--- src/rtl/pc_sequencer_pkg.sv ---
// Shared definitions for the PC sequencer: FSM state encoding, next-PC select codes and the
// select decode used when an instruction resolves.
//
// Contents:
//   state_e        FSM state type
//   PcSel*         next-PC source codes driven on pc_sel
//   pc_sel_decode  branch/jump/zero -> next-PC source
package pc_sequencer_pkg;

    typedef enum logic [2:0] {
        StIdle,
        StInit,
        StFetch,
        StDecode,
        StExec,
        StUpdate,
        StHalt,
        StFault
    } state_e;

    localparam logic [1:0] PcSelSeq = 2'b00;  // pc + 4
    localparam logic [1:0] PcSelBr  = 2'b01;  // pc + offset
    localparam logic [1:0] PcSelJ   = 2'b10;  // j_address
    localparam logic [1:0] PcSelJr  = 2'b11;  // reg_read_out1

    // Branch and Jump together encode a register jump; it wins regardless of Zero.
    function automatic logic [1:0] pc_sel_decode(input logic branch, input logic jump,
                                                 input logic zero);
        logic [1:0] sel;
        if (branch && jump) begin
            sel = PcSelJr;
        end else if (jump) begin
            sel = PcSelJ;
        end else if (branch && zero) begin
            sel = PcSelBr;
        end else begin
            sel = PcSelSeq;
        end
        return sel;
    endfunction

endpackage

--- src/rtl/pc_sequencer_fetch_watchdog.sv ---
// Fetch watchdog: counts cycles spent waiting for instruction memory and flags expiry on the
// Timeout-th consecutive enabled cycle.
//
// Ports:
//   clk     in   system clock
//   rst     in   asynchronous active-low reset
//   clear   in   return count to zero (has priority over enable)
//   enable  in   count this cycle
//   expire  out  this is the Timeout-th enabled cycle since the last clear
module pc_sequencer_fetch_watchdog #(
    parameter int unsigned Timeout = 15
) (
    input  logic clk,
    input  logic rst,
    input  logic clear,
    input  logic enable,
    output logic expire
);

    localparam int unsigned TmrW = $clog2(Timeout + 1);
    localparam logic [TmrW-1:0] LastCount = TmrW'(Timeout - 1);

    logic [TmrW-1:0] count_q, count_d;

    // Count value k means k full cycles have already elapsed, so the last cycle is Timeout-1.
    assign expire = enable && (count_q == LastCount);

    always_comb begin
        count_d = count_q;
        if (clear) begin
            count_d = '0;
        end else if (enable && !expire) begin
            count_d = count_q + 1'b1;
        end
    end

    always_ff @(posedge clk or negedge rst) begin
        if (!rst) begin
            count_q <= '0;
        end else begin
            count_q <= count_d;
        end
    end

endmodule

--- src/rtl/pc_sequencer.sv ---
// Multi-cycle program-counter sequencer. Steps each instruction through FETCH, DECODE, EXEC and
// UPDATE, requests instruction memory, and is the only source of the PC load/write/select
// controls. Supports halting at an instruction boundary, resume, and a sticky fetch-timeout fault.
//
// Ports:
//   clk           in   system clock
//   rst           in   asynchronous active-low reset
//   start         in   cold start from IDLE, resume from HALT
//   halt_req      in   stop at the next instruction boundary
//   imem_ack      in   instruction memory data valid
//   ex_done       in   execute result and Zero valid
//   Branch        in   decoded conditional branch
//   Jump          in   decoded jump (with Branch: register jump)
//   Zero          in   ALU zero flag
//   pc_load_init  out  PC loads its initial value
//   pc_write      out  PC updates from the pc_sel source
//   pc_sel        out  next-PC source, held between updates
//   imem_req      out  fetch request
//   ir_write      out  latch the instruction register
//   busy          out  executing (not IDLE/HALT/FAULT)
//   halted        out  in HALT
//   fault         out  fetch timeout, sticky until reset
//   retired_cnt   out  saturating count of completed instructions
module pc_sequencer
    import pc_sequencer_pkg::*;
#(
    parameter int unsigned CNT_W         = 16,
    parameter int unsigned FETCH_TIMEOUT = 15
) (
    input  logic             clk,
    input  logic             rst,
    input  logic             start,
    input  logic             halt_req,
    input  logic             imem_ack,
    input  logic             ex_done,
    input  logic             Branch,
    input  logic             Jump,
    input  logic             Zero,
    output logic             pc_load_init,
    output logic             pc_write,
    output logic [1:0]       pc_sel,
    output logic             imem_req,
    output logic             ir_write,
    output logic             busy,
    output logic             halted,
    output logic             fault,
    output logic [CNT_W-1:0] retired_cnt
);

    state_e           state_q, state_d;
    logic             halt_pend_q, halt_pend_d;
    logic             br_q, br_d;
    logic             j_q, j_d;
    logic [1:0]       pc_sel_q, pc_sel_d;
    logic [CNT_W-1:0] retired_q, retired_d;

    logic in_fetch;
    logic wd_expire;

    assign in_fetch = (state_q == StFetch);

    pc_sequencer_fetch_watchdog #(
        .Timeout (FETCH_TIMEOUT)
    ) u_fetch_watchdog (
        .clk    (clk),
        .rst    (rst),
        .clear  (!in_fetch),
        .enable (in_fetch),
        .expire (wd_expire)
    );

    always_comb begin
        state_d     = state_q;
        halt_pend_d = halt_pend_q;
        br_d        = br_q;
        j_d         = j_q;
        pc_sel_d    = pc_sel_q;
        retired_d   = retired_q;

        if (busy && halt_req) begin
            halt_pend_d = 1'b1;
        end

        unique case (state_q)
            StIdle: begin
                if (start) begin
                    state_d = StInit;
                end
            end
            StInit: begin
                state_d = StFetch;
            end
            StFetch: begin
                // An ack arriving on the expiry cycle still completes the fetch.
                if (imem_ack) begin
                    state_d = StDecode;
                end else if (wd_expire) begin
                    state_d = StFault;
                end
            end
            StDecode: begin
                br_d    = Branch;
                j_d     = Jump;
                state_d = StExec;
            end
            StExec: begin
                // Select is resolved here so pc_sel is a plain register during UPDATE.
                if (ex_done) begin
                    pc_sel_d = pc_sel_decode(br_q, j_q, Zero);
                    state_d  = StUpdate;
                end
            end
            StUpdate: begin
                if (retired_q != {CNT_W{1'b1}}) begin
                    retired_d = retired_q + 1'b1;
                end
                // A request arriving during UPDATE is already at the boundary.
                if (halt_pend_q || halt_req) begin
                    halt_pend_d = 1'b0;
                    state_d     = StHalt;
                end else begin
                    state_d = StFetch;
                end
            end
            StHalt: begin
                if (start) begin
                    state_d = StFetch;
                end
            end
            StFault: begin
                state_d = StFault;
            end
            default: begin
                state_d = StIdle;
            end
        endcase
    end

    always_ff @(posedge clk or negedge rst) begin
        if (!rst) begin
            state_q     <= StIdle;
            halt_pend_q <= 1'b0;
            br_q        <= 1'b0;
            j_q         <= 1'b0;
            pc_sel_q    <= PcSelSeq;
            retired_q   <= '0;
        end else begin
            state_q     <= state_d;
            halt_pend_q <= halt_pend_d;
            br_q        <= br_d;
            j_q         <= j_d;
            pc_sel_q    <= pc_sel_d;
            retired_q   <= retired_d;
        end
    end

    always_comb begin
        pc_load_init = (state_q == StInit);
        pc_write     = (state_q == StUpdate);
        pc_sel       = pc_sel_q;
        imem_req     = in_fetch;
        ir_write     = in_fetch && imem_ack;
        halted       = (state_q == StHalt);
        fault        = (state_q == StFault);
        busy         = (state_q != StIdle) && (state_q != StHalt) && (state_q != StFault);
        retired_cnt  = retired_q;
    end

endmodule

--- config.mk ---
export PLATFORM = sky130hd
export DESIGN_NAME = pc_sequencer
export DESIGN_NICKNAME = d
export VERILOG_FILES = /design/src/rtl/pc_sequencer_pkg.sv /design/src/rtl/pc_sequencer_fetch_watchdog.sv /design/src/rtl/pc_sequencer.sv
export SDC_FILE = /design/constraint.sdc
export NUM_CORES = 1
export LEC_CHECK = 0
export BUFFER_PORTS_ARGS = -buffer_cell sky130_fd_sc_hd__clkbuf_2
export CORE_MARGIN = 4
export CORE_UTILIZATION = 52
export DETAILED_ROUTE_END_ITERATION = 6
export PLACE_DENSITY_LB_ADDON = 0.05
export SYNTH_ARGS = -nofsm -noshare
export SYNTH_HDL_FRONTEND = slang
export SYNTH_SLANG_ARGS = --single-unit
--- constraint.sdc ---
create_clock -name clk -period 1.7 [get_ports clk]
set_input_delay 0.085 -clock clk [delete_from_list [all_inputs] [get_ports clk]]
set_output_delay 0.085 -clock clk [all_outputs]
set_load 0.02 [all_outputs]
Word-level counts from Yosys, hierarchy flattened --
Index checks and enable logic that the tools add are counted.
Word-level totals: register bits after elaboration 28, input bits 9, output and inout port bits 25, word-level logic and storage cells 55
Cells by class: add/subtract/negate cells 2, eq/ne operators 16, multiplexer cells 15, reduce and logical (&&, ||, !) cells 15
Operators by type and width (number):
- one-hot mux 3 bit (8 select lines) | 1
- two-way mux 3 bit | 6
- adder 16 x 1 -> 16 bit (second input constant) | 1
- != test 16 bit (second input constant) | 1
- == test 3 bit (second input constant) | 4
- logical AND 1 bit | 8
- two-way mux 4 bit | 2
- == test 3 x 2 -> 1 bit (second input constant) | 2
- != test 2 bit (second input constant) | 3
- != test 3 bit (second input constant) | 2
- adder 4 x 1 -> 4 bit (second input constant) | 1
- == test 4 bit (second input constant) | 1
- two-way mux 1 bit | 4
- two-way mux 2 bit | 2
- AND reduction 2 bit | 2
- AND reduction 4 bit | 1
- == test 3 x 1 -> 1 bit (second input constant) | 1
- zero test 3 bit | 1
- != test 3 x 2 -> 1 bit (second input constant) | 1
- nonzero test 3 bit | 1
- != test 2 x 1 -> 1 bit (second input constant) | 1
- zero test 1 bit | 1
- logical OR 1 bit | 1

Depth between registers and ports, before layout --
Gate-level depths: netlist (run 1).
depth after elaboration 7, gate-level depth with buffers 6, mapped depth without buffers 6

Cells and area by module --
From an unflattened synthesis (run 1), not the netlist that was laid out.
Unflattened totals: cell total of the unflattened synthesis 137, area, all modules 1487.7 µm²
By module, submodules not included:
- pc_sequencer | times used 1, cells each 113, area each 1233.7 µm², sequential area each 600.6 µm²
- pc_sequencer_fetch_watchdog | times used 1, cells each 24, area each 254.0 µm², sequential area each 100.1 µm²

Least setup slack after synthesis (run 1) --
Ideal clock, no wire load.
path type register to register, start register retired_q[0] (netlist: retired_cnt[0]), end register retired_q[1] (netlist: retired_cnt[1]), library setup time 0.125 ns, arrival time 1.546 ns, required time 1.575 ns, slack 0.029 ns, stages on the path, launching flop included 6, path buffers 0, clock period less this slack 1.671 ns, cells stage by stage dfrtp_1 ha_1 and3_1 nand3_4 o21ai_4 mux2_4
Between the ends: longest elaborated chain between the ends 2, elaborated cells between the ends (all ways) 3, those cells by class add/sub: 1; eq/ne: 1; reduce/logical: 1
RTL lines:
- from (decl) | RTL line pc_sequencer.sv:55 | logic [CNT_W-1:0] retired_q, retired_d;
- from (signal assigned) | RTL line pc_sequencer.sv:153 | retired_q <= retired_d;
- parallel branches: the longest is 2 deep, another holds adder 16 x 1 -> 16 bit
Several ways; the timed one is not identified. A chain may end at the register's enable or synchronous reset.

Worst setup path after layout (run 1) --
start register state_q[2], end output ir_write
Between the ends: longest elaborated chain between the ends 2
RTL lines:
- from (decl) | RTL line pc_sequencer.sv:50 | state_e state_q, state_d;
- from (signal assigned) | RTL line pc_sequencer.sv:141 | state_q <= StIdle;
- from (signal assigned) | RTL line pc_sequencer.sv:148 | state_q <= state_d;
- == test 3 x 2 -> 1 bit | RTL line pc_sequencer.sv:60 | assign in_fetch = (state_q == StFetch);
- logical AND 1 bit | RTL line pc_sequencer.sv:162 | ir_write = in_fetch && imem_ack;
- to (decl) | RTL line pc_sequencer.sv:43 | output logic ir_write,
Every way passes these cells.

==> flow_metrics.env, run 1 <==
export IMPL_status="finished clean"
export IMPL_powerDensity_mw_per_mm2=1270
export IMPL_synth_distinct_cells=37
export IMPL_grt_antenna_before_repair=0
export IMPL_via_per_inst=5.64
export IMPL_min_to="halt_pend_q"
export IMPL_clock_sinks=28
export IMPL_fillCellCount=209
export IMPL_holdPathStages=3
export IMPL_fin_nets=194
export IMPL_clock_power_share_pct=14.1
export IMPL_drive_gt1_share_pct=33.1
export IMPL_syn_area_per_cell_um2=10.6
export IMPL_min_delay_start="halt_req"
export IMPL_r2r_slack_ns=0.14
export IMPL_portBuffers=33
export IMPL_antenna_cells=0
export IMPL_finalCritPeriodShare_pct=95.2
export IMPL_initial_core_util_pct=56.6
export IMPL_crit_path_max_fanout=5
export IMPL_dpl_cell_area_mm2=0.00168
export IMPL_worst_slew_margin_rel_pct=54.6
export IMPL_syn_instance_count=137
export IMPL_layout_common_cells="clkbuf_2, dfrtp_1, xnor2_1"
export IMPL_finalClockSkew_ns=0.00659
export IMPL_first_global_vias=1138
export IMPL_die_h_um=60.9
export IMPL_grt_start_max_net_pins=29
export IMPL_clock_path_buffers=2
export IMPL_ys_seq_area_share_pct=48.2
export IMPL_rr_worst_depth=5
export IMPL_gp_routability_congestion=0.820
export IMPL_die_w_um=60.9
export IMPL_yosysWarnings=0
export IMPL_drt_first_pass_iters=4
export IMPL_required_ns=1.62
export IMPL_setup_viol=0
export IMPL_final_area_mm2=0.00177
export IMPL_start_kind="flip-flop"
export IMPL_ys_flop_type="dfrtp_1"
export IMPL_maxCapViolCount=0
export IMPL_area_growth_pct=21.8
export IMPL_syn_nets=149
export IMPL_numCtsBuffers=3
export IMPL_grt_usage_pct=17.8
export IMPL_synth_top_area_share_pct=48.2
export IMPL_dp_cells=202
export IMPL_synth_seq_cells=28
export IMPL_clkLatencyLatePin_ns=0.32
export IMPL_cp_arrival_ns=1.53
export IMPL_pwr_share_comb_pct=45.0
export IMPL_synth_edf_count=0
export IMPL_async_reset_ff_share_pct=100
export IMPL_post_route_util_pct=69.0
export IMPL_finalWirelength_um=2900
export IMPL_placementRows=18
export IMPL_finalNonFillerCells=211
export IMPL_clockRootBuffer="clkbuf_4"
export IMPL_cts_tree="done"
export IMPL_core_region_area_mm2=0.00257
export IMPL_netlist_area_mm2=0.00145
export IMPL_clk_pin_slew_ns=0.14
export IMPL_yosys_top_cells_area="dfrtp_1, xnor2_1, nand4_1"
export IMPL_num_vias=1190
export IMPL_pin_count=34
export IMPL_p_int_mw=1.39
export IMPL_final_common_cell="clkbuf_2"
export IMPL_drc=0
export IMPL_wire_per_inst_um=13.7
export IMPL_p_sw_mw=0.852
export IMPL_p_seq_share_pct=40.9
export IMPL_fin_crit_ns=1.62
export IMPL_die_area_mm2=0.00371
export IMPL_fmax_mhz=618
export IMPL_hold_viol=0
export IMPL_grt_pass1_wl_um=4860
export IMPL_r2r_start="retired_cnt[1]"
export IMPL_vdd_drop_max_mv=0.990
export IMPL_swShare_pct=38.0
export IMPL_ctsHtreeMaxLevel=1
export IMPL_first_iter_violations=63
export IMPL_total_leakage_power_nw=0.845
export IMPL_end_kind="primary output"
export IMPL_path_class="flip-flop to primary output"
export IMPL_drv_slew=0
export IMPL_rr_endpoint="retired_cnt[1]"
export IMPL_ant_nets=0
export IMPL_place_hpwl_um=2170
export IMPL_fin_hold_ws_ns=0.0463
export IMPL_overflow=0
export IMPL_min_path_type="input port to flip-flop"
export IMPL_worst_slew_pin_slew_ns=0.681
export IMPL_yosys_area_top_type="dfrtp_1"
==> area by class of cell <==
type | count | area (um2) | share of cell area [%]
Timing Repair Buffer | 43 | 250 | 14.1
Multi-Input combinational cell | 102 | 731 | 41.3
Clock buffer | 4 | 36.3 | 2.05
Sequential cell | 28 | 701 | 39.6
Tap cell | 30 | 37.5 | 2.12
Inverter | 4 | 15.0 | 0.848
==> cells by family after synthesis <==
kind of cell	after synthesis	synth area share (%)
flip-flops	28	48.2
buffers and inverters	7	2.06
AND/OR/NAND/NOR	59	25.0
adder cells (fa/ha/maj)	3	2.58
AO/OA/AOI/OAI	21	9.81
XOR/XNOR	15	9.04
multiplexers	4	3.36
==> stage by stage <==
step / setup TNS [ns] / power [mW] / worst slack (ns)
final: 0 / 2.24 / 0.0812
after global routing: -0.00367 / 2.41 / -0.00367
after CTS: 0 / 2.25 / 0.0395
after detailed placement: 0 / 1.88 / 0.164
after global placement: 0 / 1.84 / 0.211
after floorplan: 0 / 1.56 / 0.0292
==> what timing repair did <==
action                                 4_1_cts  5_1_grt
setup endpoints to repair                    2        2
hold buffers                                 3        0
resized for setup                            1        3
gates cloned                                 0        0
endpoints found under the hold margin       30        0
buffers inserted                             2        0
==> routing by layer <==
metal	global-route usage, %	up-vias	share of wire (%)
met3	3.40	7	5.7
met2	31.0	34	49
li1	-	583	-
met1	20.5	566	43
met4	9.91	0	2.5
met5	0	-	0
==> state kept, by name (all words and copies together) (netlist names) <==
register                  cells
retired_cnt                  16
u_fetch_watchdog.count_q      4
state_q                       3
pc_sel                        2
br_q                          1
halt_pend_q                   1
j_q                           1
==> power groups by stage <==
stage                     clock, mW  sequential [mW]  combinational, mW
after floorplan                   0             1.02              0.542
after global placement            0            0.940              0.897
after detailed placement          0            0.955              0.923
after CTS                     0.336            0.915               1.00
after global routing          0.358            0.945               1.11
final                         0.316            0.917               1.01
==> synth_stat cells (3+ instances only) <==
| cell type | instances |
|---|---|
| ha_1 | 3 |
| nand2_1 | 7 |
| a211oi_1 | 3 |
| dfrtp_1 | 28 |
| nand3_1 | 9 |
| xnor2_1 | 15 |
| nand4_1 | 8 |
| nor2_1 | 10 |
| a21oi_1 | 6 |
| nor3_1 | 4 |
| o21ai_0 | 3 |
| inv_1 | 4 |
| mux2_2 | 3 |
| buf_2 | 3 |
==> worst max-delay path, stage by stage (launching register included) <==
cell,delay [ns]
dfrtp_1,0.42
or3b_4,0.44
inv_1,0.09
and2_1,0.13
buf_4,0.13
==> how the worst max path moves through the flow <==
stage / startpoint / end / slack [ns] / cells after the start
after floorplan: retired_cnt[0] / retired_cnt[1] / 0.03 / 5
after global placement: retired_cnt[0] / retired_cnt[1] / 0.21 / 5
after detailed placement: retired_cnt[1] / retired_cnt[1] / 0.16 / 5
after CTS: state_q[2] / ir_write / 0.04 / 4
after global routing: state_q[2] / ir_write / -0.004 / 4
final: state_q[2] / ir_write / 0.08 / 4
Power figures use the tool's default switching activity.
==> run 2: changes to the inputs <==
CORE_MARGIN = 2   (was 4)
==> run 2 against run 1 <==
Net effect: via count down 3.7%; global-route usage up 0.29 points; maximum frequency down 0.23%; die area down 13%; sequential power about the same; cell area up 0.71%; clock power up 38%; critical path type unchanged; largest power group unchanged.
==> flow_metrics.env, run 2 (synthesis gave the netlist of run 1 again) <==
export IMPL_clockRootBuffer="clkbuf_4"
export IMPL_wire_per_inst_um=13.0
export IMPL_end_kind="primary output"
export IMPL_die_h_um=56.9
export IMPL_min_path_type="input port to flip-flop"
export IMPL_numCtsBuffers=3
export IMPL_clk_pin_slew_ns=0.16
export IMPL_clock_sinks=28
export IMPL_grt_start_max_net_pins=29
export IMPL_die_area_mm2=0.00323
export IMPL_fin_hold_ws_ns=0.0177
export IMPL_cts_tree="done"
export IMPL_drv_slew=0
export IMPL_powerDensity_mw_per_mm2=1310
export IMPL_post_route_util_pct=65.8
export IMPL_wl_met3_um=118
export IMPL_routed_top_layer="met4"
export IMPL_die_w_um=56.9
export IMPL_grt_pass1_wl_um=4710
export IMPL_path_class="flip-flop to primary output"
export IMPL_hold_viol=0
export IMPL_pin_count=34
export IMPL_setup_tns_ns=0
export IMPL_fmax_mhz=616
export IMPL_final_common_cell="clkbuf_2"
export IMPL_drt_first_pass_iters=4
export IMPL_fin_crit_ns=1.62
export IMPL_ant_nets=0
export IMPL_antenna_cells=0
export IMPL_largest_register_ffs=16
export IMPL_setup_viol=0
export IMPL_worst_slew_pin_slew_ns=0.686
export IMPL_vdd_drop_max_mv=0.897
export IMPL_portBuffers=33
export IMPL_wl_met1_um=1300
export IMPL_finalCritPeriodShare_pct=95.4
export IMPL_total_leakage_power_nw=0.847
export IMPL_grt_antenna_before_repair=0
export IMPL_overflow=0
export IMPL_placementRows=19
export IMPL_start_kind="flip-flop"
export IMPL_first_global_vias=1076
export IMPL_clkLatencyLatePin_ns=0.33
export IMPL_required_ns=1.62
export IMPL_crit_path_max_fanout=5
export IMPL_wl_met2_um=1320
export IMPL_drive_gt1_share_pct=33.7
export IMPL_cp_arrival_ns=1.54
export IMPL_r2r_slack_ns=0.15
export IMPL_ctsHtreeMaxLevel=1
export IMPL_fillCellCount=233
export IMPL_status="finished clean"
export IMPL_place_hpwl_um=1950
export IMPL_worst_slew_margin_rel_pct=54.2
export IMPL_num_vias=1146
export IMPL_area_growth_pct=22.6
export IMPL_core_region_area_mm2=0.00271
export IMPL_grt_usage_pct=18.1
export IMPL_finalWirelength_um=2760
export IMPL_drc=0
export IMPL_fin_nets=194
export IMPL_rsz0062_at_grt="false"
export IMPL_first_iter_violations=40
export IMPL_layout_common_cells="clkbuf_2, dfrtp_1, xnor2_1"
export IMPL_initial_core_util_pct=53.6
export IMPL_via_per_inst=5.41
export IMPL_clock_path_buffers=2
export IMPL_finalClockSkew_ns=0.0125
export IMPL_gp_routability_congestion=0.809
export IMPL_maxCapViolCount=0
-- run 2: layer usage --
layer / vias to the layer above / track usage [%]
li1: 579 / -
met1: 537 / 25.3
met2: 28 / 30.6
met3: 2 / 2.07
met4: 0 / 3.99
met5: - / 0
-- run 2: what timing repair did --
item	4_1_cts	5_1_grt
setup buffers	3	0
resized for setup	3	0
endpoints found under the setup margin	2	0
endpoints found under the hold margin	30	0
hold buffers	3	0
-- run 2: critical path: stages, from the launching register on --
cell,delay [ns]
dfrtp_2,0.44
or3b_4,0.41
inv_1,0.09
and2_1,0.12
clkbuf_2,0.16
-- run 2: final timing paths --
| path | startpoint | endpoint | cells after the start |
|---|---|---|---|
| max in group asynchronous | rst | state_q[2] | 2 |
| max reg2reg | retired_cnt[0] | retired_cnt[1] | 5 |
| max | state_q[0] | ir_write | 4 |
| min | halt_req | halt_pend_q | 3 |
| min reg2reg | pc_sel[0] | pc_sel[0] | 2 |
| min in group asynchronous | rst | retired_cnt[4] | 2 |
-- run 2: per-stage QoR --
| step | area, um2 | worst slack, ns | std cells | power (mW) |
|---|---|---|---|---|
| final | 1780 | 0.0775 | 212 | 2.34 |
| after global routing | 1780 | 0.0168 | 212 | 2.48 |
| after CTS | 1780 | 0.0748 | 212 | 2.36 |
| after detailed placement | 1670 | 0.170 | 202 | 1.85 |
| after global placement | 1670 | 0.207 | 202 | 1.82 |
| after floorplan | 1450 | 0.0292 | 137 | 1.56 |
-- run 2: where the power goes --
| group | switching [mW] | internal, mW |
|---|---|---|
| clock | 0.197 | 0.238 |
| sequential | 0.102 | 0.812 |
| combinational | 0.551 | 0.443 |
| total | 0.850 | 1.49 |
-- run 2: area by class of cell --
| class | instances | area (um2) | share of cell area (%) |
|---|---|---|---|
| Clock buffer | 3 | 22.5 | 1.26 |
| Clock inverter | 1 | 30.0 | 1.68 |
| Inverter | 4 | 15.0 | 0.842 |
| Multi-Input combinational cell | 102 | 726 | 40.7 |
| Sequential cell | 28 | 703 | 39.4 |
| Tap cell | 31 | 38.8 | 2.18 |
| Timing Repair Buffer | 43 | 248 | 13.9 |
